[config.mk]
export PLATFORM = sky130hd
export DESIGN_NAME = xbee_tx_scheduler_flat
export DESIGN_NICKNAME = d
export VERILOG_FILES = /design/src/rtl/xbee_pkg.sv /design/src/rtl/xbee_tx_scheduler_if.sv /design/src/rtl/xbee_tx_scheduler_rr_arbiter.sv /design/src/rtl/xbee_tx_scheduler.sv /design/src/flat_wrapper.sv
export SDC_FILE = /design/constraint.sdc
export NUM_CORES = 1
export LEC_CHECK = 0
export CORE_ASPECT_RATIO = 0.9
export CORE_MARGIN = 4
export CORE_UTILIZATION = 35
export CTS_CLUSTER_SIZE = 30
export DETAILED_ROUTE_END_ITERATION = 7
export GPL_TIMING_DRIVEN = 0
export PLACE_DENSITY_LB_ADDON = 0.15
export RECOVER_POWER = 25
export SYNTH_ARGS = -nofsm -noshare
export SYNTH_HDL_FRONTEND = slang
export SYNTH_SLANG_ARGS = --single-unit
[constraint.sdc]
create_clock -name Clk -period 2.75 [get_ports Clk]
set_input_delay 0.275 -clock Clk [delete_from_list [all_inputs] [get_ports Clk]]
set_output_delay 0.275 -clock Clk [all_outputs]
set_load 0.02 [all_outputs]
[src/rtl/xbee_pkg.sv]
// Shared definitions for the XBee UART transmit scheduler.
// Frame state encoding, UART word size, default bit-period divider
// and the even-parity helper used when XBEE_TX_PARITY_EN is defined.
package xbee_pkg;

    localparam int UART_DATA_BITS   = 8;
    localparam int DEFAULT_BAUD_DIV = 5208;

    typedef enum logic [2:0] {
        ST_IDLE   = 3'd0,
        ST_START  = 3'd1,
        ST_DATA   = 3'd2,
        ST_PARITY = 3'd3,
        ST_STOP   = 3'd4
    } state_e;

    // Even parity bit: XOR of all data bits.
    function automatic logic even_parity(input logic [UART_DATA_BITS-1:0] data);
        return ^data;
    endfunction

endpackage

[src/rtl/xbee_tx_scheduler_if.sv]
// Requester-side bus of the XBee transmit scheduler.
// master: the packet builders (drive bytes), slave: the scheduler.
interface xbee_tx_scheduler_if
    import xbee_pkg::*;
#(
    parameter int N_REQ = 2
);
    logic [N_REQ-1:0]                ReqValid;
    logic [UART_DATA_BITS*N_REQ-1:0] ReqData;
    logic [N_REQ-1:0]                ReqLast;
    logic [N_REQ-1:0]                ReqReady;
    logic [N_REQ-1:0]                Grant;

    modport master (
        output ReqValid, ReqData, ReqLast,
        input  ReqReady, Grant
    );

    modport slave (
        input  ReqValid, ReqData, ReqLast,
        output ReqReady, Grant
    );
endinterface

[src/rtl/xbee_tx_scheduler_rr_arbiter.sv]
// Round-robin one-hot arbiter: grants the first set request at or above
// ptr_i, wrapping to index 0. Purely combinational.
module rr_arbiter #(
    parameter int N_REQ = 2
) (
    input  logic [N_REQ-1:0]         req_i,
    input  logic [$clog2(N_REQ)-1:0] ptr_i,
    output logic [N_REQ-1:0]         grant_o
);

    logic found_s;

    // Two passes: indices from the pointer upward, then the wrapped lower part
    always_comb begin
        grant_o = '0;
        found_s = 1'b0;
        for (int j = 0; j < N_REQ; j++) begin
            if (!found_s && req_i[j] && (j >= int'(ptr_i))) begin
                grant_o[j] = 1'b1;
                found_s    = 1'b1;
            end else begin
                grant_o[j] = grant_o[j];
            end
        end
        for (int j = 0; j < N_REQ; j++) begin
            if (!found_s && req_i[j] && (j < int'(ptr_i))) begin
                grant_o[j] = 1'b1;
                found_s    = 1'b1;
            end else begin
                grant_o[j] = grant_o[j];
            end
        end
    end

endmodule

[src/rtl/xbee_tx_scheduler.sv]
// XBee UART transmit scheduler: arbitrates N_REQ byte streams onto one
// serial Tx line as 8N1 frames, holding the grant for a whole packet.
// Optional feature macro: XBEE_TX_PARITY_EN adds an even-parity bit (8E1).
module xbee_tx_scheduler
    import xbee_pkg::*;
#(
    parameter int N_REQ    = 2,
    parameter int BAUD_DIV = DEFAULT_BAUD_DIV
) (
    input  logic                Clk,
    input  logic                Reset,
    xbee_tx_scheduler_if.slave  bus,
    output logic                Tx,
    output logic                Busy
);

    localparam int IDX_W  = $clog2(N_REQ);
    localparam int BAUD_W = $clog2(BAUD_DIV);
    localparam int BIT_W  = $clog2(UART_DATA_BITS);
    localparam logic [BAUD_W-1:0] BAUD_LAST = BAUD_W'(BAUD_DIV - 1);
    localparam logic [BIT_W-1:0]  BIT_LAST  = BIT_W'(UART_DATA_BITS - 1);
    localparam logic [IDX_W-1:0]  IDX_LAST  = IDX_W'(N_REQ - 1);

    state_e                    state_q;
    logic                      tx_q;
    logic [UART_DATA_BITS-1:0] shift_q;
    logic [BAUD_W-1:0]         baud_q;
    logic [BIT_W-1:0]          bit_q;
    logic                      lock_q;
    logic [IDX_W-1:0]          owner_q;
    logic [IDX_W-1:0]          ptr_q;
    logic [N_REQ-1:0]          grant_hold_q;
`ifdef XBEE_TX_PARITY_EN
    logic                      par_q;
`endif

    logic [N_REQ-1:0]          arb_grant_s;
    logic [N_REQ-1:0]          grant_s;
    logic [N_REQ-1:0]          ready_s;
    logic                      hs_s;
    logic                      baud_end_s;
    logic [IDX_W-1:0]          hs_idx_s;
    logic [UART_DATA_BITS-1:0] hs_data_s;
    logic                      hs_last_s;

    rr_arbiter #(.N_REQ(N_REQ)) u_arb (
        .req_i   (bus.ReqValid),
        .ptr_i   (ptr_q),
        .grant_o (arb_grant_s)
    );

    // Current owner: locked packet owner or fresh arbitration in IDLE, held grant during a frame
    always_comb begin
        if (!Reset) begin
            grant_s = '0;
        end else if (state_q == ST_IDLE) begin
            if (lock_q) begin
                grant_s = {{(N_REQ-1){1'b0}}, 1'b1} << owner_q;
            end else begin
                grant_s = arb_grant_s;
            end
        end else begin
            grant_s = grant_hold_q;
        end
    end

    // Ready only while idle; a handshake needs the granted requester to be valid
    always_comb begin
        ready_s    = (state_q == ST_IDLE) ? grant_s : '0;
        hs_s       = |(bus.ReqValid & ready_s);
        baud_end_s = (baud_q == BAUD_LAST);
    end

    // One-hot mux of the granted requester's index, byte and last flag
    always_comb begin
        hs_idx_s  = '0;
        hs_data_s = '0;
        hs_last_s = 1'b0;
        for (int i = 0; i < N_REQ; i++) begin
            hs_idx_s  = hs_idx_s  | (grant_s[i] ? IDX_W'(i) : '0);
            hs_data_s = hs_data_s | ({UART_DATA_BITS{grant_s[i]}}
                                     & bus.ReqData[i*UART_DATA_BITS +: UART_DATA_BITS]);
            hs_last_s = hs_last_s | (grant_s[i] & bus.ReqLast[i]);
        end
    end

    // Frame sequencer: accepts a byte, times each bit and drives the registered Tx line
    always_ff @(posedge Clk or negedge Reset) begin
        if (!Reset) begin
            state_q      <= ST_IDLE;
            tx_q         <= 1'b1;
            shift_q      <= '0;
            baud_q       <= '0;
            bit_q        <= '0;
            lock_q       <= 1'b0;
            owner_q      <= '0;
            ptr_q        <= '0;
            grant_hold_q <= '0;
`ifdef XBEE_TX_PARITY_EN
            par_q        <= 1'b0;
`endif
        end else begin
            case (state_q)
                ST_IDLE: begin
                    if (hs_s) begin
                        shift_q      <= hs_data_s;
                        baud_q       <= '0;
                        bit_q        <= '0;
                        grant_hold_q <= grant_s;
                        tx_q         <= 1'b0;
                        state_q      <= ST_START;
`ifdef XBEE_TX_PARITY_EN
                        par_q        <= even_parity(hs_data_s);
`endif
                        if (hs_last_s) begin
                            lock_q <= 1'b0;
                            ptr_q  <= (hs_idx_s == IDX_LAST) ? '0 : hs_idx_s + IDX_W'(1);
                        end else begin
                            lock_q  <= 1'b1;
                            owner_q <= hs_idx_s;
                        end
                    end else begin
                        tx_q <= 1'b1;
                    end
                end
                ST_START: begin
                    if (baud_end_s) begin
                        baud_q  <= '0;
                        tx_q    <= shift_q[0];
                        state_q <= ST_DATA;
                    end else begin
                        baud_q <= baud_q + BAUD_W'(1);
                    end
                end
                ST_DATA: begin
                    if (baud_end_s) begin
                        baud_q  <= '0;
                        shift_q <= shift_q >> 1;
                        if (bit_q == BIT_LAST) begin
                            bit_q   <= '0;
`ifdef XBEE_TX_PARITY_EN
                            tx_q    <= par_q;
                            state_q <= ST_PARITY;
`else
                            tx_q    <= 1'b1;
                            state_q <= ST_STOP;
`endif
                        end else begin
                            bit_q <= bit_q + BIT_W'(1);
                            tx_q  <= shift_q[1];
                        end
                    end else begin
                        baud_q <= baud_q + BAUD_W'(1);
                    end
                end
`ifdef XBEE_TX_PARITY_EN
                ST_PARITY: begin
                    if (baud_end_s) begin
                        baud_q  <= '0;
                        tx_q    <= 1'b1;
                        state_q <= ST_STOP;
                    end else begin
                        baud_q <= baud_q + BAUD_W'(1);
                    end
                end
`endif
                ST_STOP: begin
                    if (baud_end_s) begin
                        baud_q  <= '0;
                        tx_q    <= 1'b1;
                        state_q <= ST_IDLE;
                    end else begin
                        baud_q <= baud_q + BAUD_W'(1);
                    end
                end
                default: begin
                    baud_q  <= '0;
                    bit_q   <= '0;
                    tx_q    <= 1'b1;
                    state_q <= ST_IDLE;
                end
            endcase
        end
    end

    assign bus.Grant    = grant_s;
    assign bus.ReqReady = ready_s;
    assign Tx           = tx_q;
    assign Busy         = (state_q != ST_IDLE);

endmodule

[src/flat_wrapper.sv]
// flat-port wrapper written by rule: the top's interface ports become plain ports
module xbee_tx_scheduler_flat import xbee_pkg::*;
#(
    parameter int N_REQ    = 2,
    parameter int BAUD_DIV = DEFAULT_BAUD_DIV
)
  (Clk, Reset, Tx, Busy, bus_ReqValid, bus_ReqData, bus_ReqLast, bus_ReqReady, bus_Grant);
  xbee_tx_scheduler_if #(.N_REQ(N_REQ)) bus_i ();
  input  logic Clk;
  input  logic Reset;
  output logic Tx;
  output logic Busy;
  input wire logic [$bits(bus_i.ReqValid)-1:0] bus_ReqValid;
  input wire logic [$bits(bus_i.ReqData)-1:0] bus_ReqData;
  input wire logic [$bits(bus_i.ReqLast)-1:0] bus_ReqLast;
  output wire logic [$bits(bus_i.ReqReady)-1:0] bus_ReqReady;
  output wire logic [$bits(bus_i.Grant)-1:0] bus_Grant;
  assign bus_i.ReqValid = bus_ReqValid;
  assign bus_i.ReqData = bus_ReqData;
  assign bus_i.ReqLast = bus_ReqLast;
  assign bus_ReqReady = bus_i.ReqReady;
  assign bus_Grant = bus_i.Grant;
  xbee_tx_scheduler #(.N_REQ(N_REQ), .BAUD_DIV(BAUD_DIV)) u_core (.Clk(Clk), .Reset(Reset), .bus(bus_i), .Tx(Tx), .Busy(Busy));
endmodule
==> results.md <==
- Core area: around 5300 um2
- Placement Cell Area: between 2000 and 2500 um2
- Largest net degree at the start of global routing: 33
- Area growth, synth to finish: 23.8%
- LEAKAGE: roughly 0.95 nW
- Final Critical Period: 2.62 ns
- First DRT Iteration DRCs: between 100 and 150
- Critical path arrival: 2.34 ns
- TritonCTS clock tree: yes
- Most frequent cells in the layout: dfrtp_1 (32), clkdlybuf4s50_1 (26), nand2_1 (15), a21oi_1 (14), nor2_1 (12)
- Maximum clock path buffer count: 2
- Ys flop type: dfrtp_1
- CTS H-tree depth: 2
- Worst EP required: between 2 and 2.5 ns
- Synth async-reset ratio: between 90% and 100%
- Total power: between 800 and 900 uW
- Placed insts: about 300
- N_diodes: 0
- Most common cell after layout, fill and taps aside: dfrtp_1
- Worst Skew: around 0.011 ns
- Cell Count, Final, Fillers Out: between 300 and 400
- Mux contribution to synthesized area: 1.63%
- Max-slew headroom: -18.5%
- Final slew viol count: 33
- Cell area after layout: 2370 um2
- VDD IR-drop max: around 0.00021 V
- Setup crit end kind: primary output
- Nets: 267
- Remaining antenna violation count: 0
- Tcrit/Tclk final: between 90% and 100%
- Sequential area share after synthesis: a little over two fifths
- RePlAce Congestion: ~0.77
- Synth cell types: 48
- CP Max Fanout: 10
- Total GRT Usage: roughly 16%
- FMAX: 382 MHz
- Hold slack: around 0.48 ns
- Post-detailed-route wirelength per cell: roughly 16 um
- Final hold vios: 0
- Post-synthesis adder-cell area fraction: a little under 2%
- Layout cell share with drive strength beyond 1: roughly a tenth
- WL final: approximately 4800 um
- Initial antenna violation count: 0
- Startpoint Class: flop
- First-pass GRT wire length: around 8300 um
- TritonCTS buffer count: 5
- Mapped cell area: 1910 um2
- Synthesized instance count: 205
- Initial core utilization: 36.2%
- CTS sink count: 33
- Max Cap Viol: 1
- Vias in the first global route: roughly 1700
- Layout Utilization: about 45%
- Ports: 28
- Flops & latches, synth: 33
- Violated checks: capacitance limit, slew limit
- XOR/XNOR share of the synthesized area: less than 1%
- Clk_lat worst skew: 0.28 ns
- GR Overflow Total: 0
- Compound-Gate Fraction of Synth Area: roughly 25%
- Via/cell ratio: 5.40
- Vias: around 1700
- # setup viols final: 0
- Initial DRT Pass Iterations: 4
- Die area: between 6000 and 7000 um2
- Clock slew seen by the registers of the worst setup and hold paths: roughly 0.07 ns
- Post-route DRC: 0
- Synth Area per Inst: slightly above 9 um2
- IO buf count: 27
- Cell Rows: 25
- Die Ht: approximately 78 um
- Status: finished with violations
- PwrDens: 376 nW/um2
- RSZ-0062 raised after global routing: false
- Slew @ Worst Pin: approximately 1.8 ns
- Hold Crit Class: reg -> reg
- Yosys warns: 0
- Final HPWL from detailed placement: around 3400 um
- Post-Syn Nets: 230
- Die width: 86.0 um
- Fraction of the mapped netlist area in simple logic gates: about 22%
- EDFF count, synth: 0
- Root Driver: clkbuf_8
- Crit Path Category: reg -> out
- Main combinational cell family by area after synthesis: compound AO/OA/AOI/OAI gates
where the power goes:
part / total (mW) / internal (mW) / switching, mW
clock network: 0.355 / 0.180 / 0.175
registers: 0.485 / 0.485 / 0
logic: 0.0516 / 0.0301 / 0.0215
total: 0.892 / 0.695 / 0.196
flip-flops by register name (all words and copies together), names as in the netlist:
register	count
u_core.grant_hold_q	2
u_core.bit_q	3
u_core.lock_q	1
u_core.state_q	3
u_core.Tx	1
u_core.shift_q	8
u_core.ptr_q	1
u_core.baud_q	13
u_core.owner_q	1
metal layers:
metal	wire length (um)	GRT usage [%]	up-vias
li1	-	-	839
met3	181	3.57	2
met5	0	0	-
met4	23	4.43	0
met1	2500	22.7	811
met2	2140	22.7	23
through the flow:
| stage | TNS (ns) | setup WS [ns] |
|---|---|---|
| 5_1_grt | 0 | 0.00222 |
| 4_1_cts | 0 | 0.0831 |
| 6_report | 0 | 0.133 |
| 2_1_floorplan | 0 | 0.839 |
| 3_3_place_gp | -15.97 | -1.17 |
| 3_5_place_dp | -0.0763 | -0.0707 |
logic make-up (layout without fill, tap and decap cells):
logic type               after synthesis  count (layout)
AND/OR/NAND/NOR                       74              74
multiplexers                           3               3
XOR/XNOR                               2               2
buffers and inverters                 20              58
AO/OA/AOI/OAI                         70              70
flip-flops                            33              33
adder cells (fa/ha/maj)                3               3
critical path: stages, from the launching register on:
cell and delay, ns:
dfrtp_1 0.37, buf_6 0.14, nor3_4 0.19, buf_4 0.18, o21ai_0 0.10, a21oi_2 0.38, clkdlybuf4s50_1 0.70
worst paths after layout:
| kind | startpoint | cells after the start | to | slack, ns |
|---|---|---|---|---|
| setup reg to reg | u_core.state_q[1] | 5 | u_core.shift_q[4] | 0.42 |
| hold reg to reg | u_core.grant_hold_q[1] | 1 | u_core.grant_hold_q[1] | 0.48 |
| setup / recovery | u_core.state_q[0] | 6 | bus_Grant[0] | 0.13 |
| hold / removal | u_core.grant_hold_q[1] | 1 | u_core.grant_hold_q[1] | 0.48 |
| max in group asynchronous | Reset | 3 | u_core.bit_q[1] | 0.51 |
| min in group asynchronous | Reset | 2 | u_core.Tx | 0.54 |
repair_timing:
| action | CTS | global route |
|---|---|---|
| endpoints found under the setup margin | 2 | 1 |
| hold buffers | 1 | 1 |
| cloned | 0 | 0 |
| setup buffers | 1 | 0 |
| pin swaps | 1 | 0 |
| hold endpoints to repair | 32 | 1 |
| resized for setup | 1 | 2 |
area by class of cell:
class / count / area (um2)
fillers: 516 / 2920
multi-input cells: 152 / 985
inverters: 8 / 30.0
repair buffers: 30 / 289
well taps: 67 / 83.8
flip-flops and latches: 33 / 827
plain buffers: 12 / 75.1
clock buffers: 8 / 80.1
cell usage after synthesis, types with 3 or more instances:
master,number,area [um2]
nand2b_1,3,18.8
dfrtp_1,32,801
o21ai_1,8,40.0
o2bb2ai_1,8,70.1
buf_2,4,20.0
nor2b_1,3,18.8
nor2_1,12,45.0
nor3_1,5,25.0
a31oi_1,9,56.3
o21ai_0,10,50.1
nand2_1,15,56.3
a21oi_1,14,70.1
ha_1,3,37.5
clkbuf_1,3,11.3
inv_1,8,30.0
and3_1,5,31.3
a221oi_1,7,61.3
or3_1,8,50.1
nand3_1,10,50.1
Power figures use the tool's default switching activity.
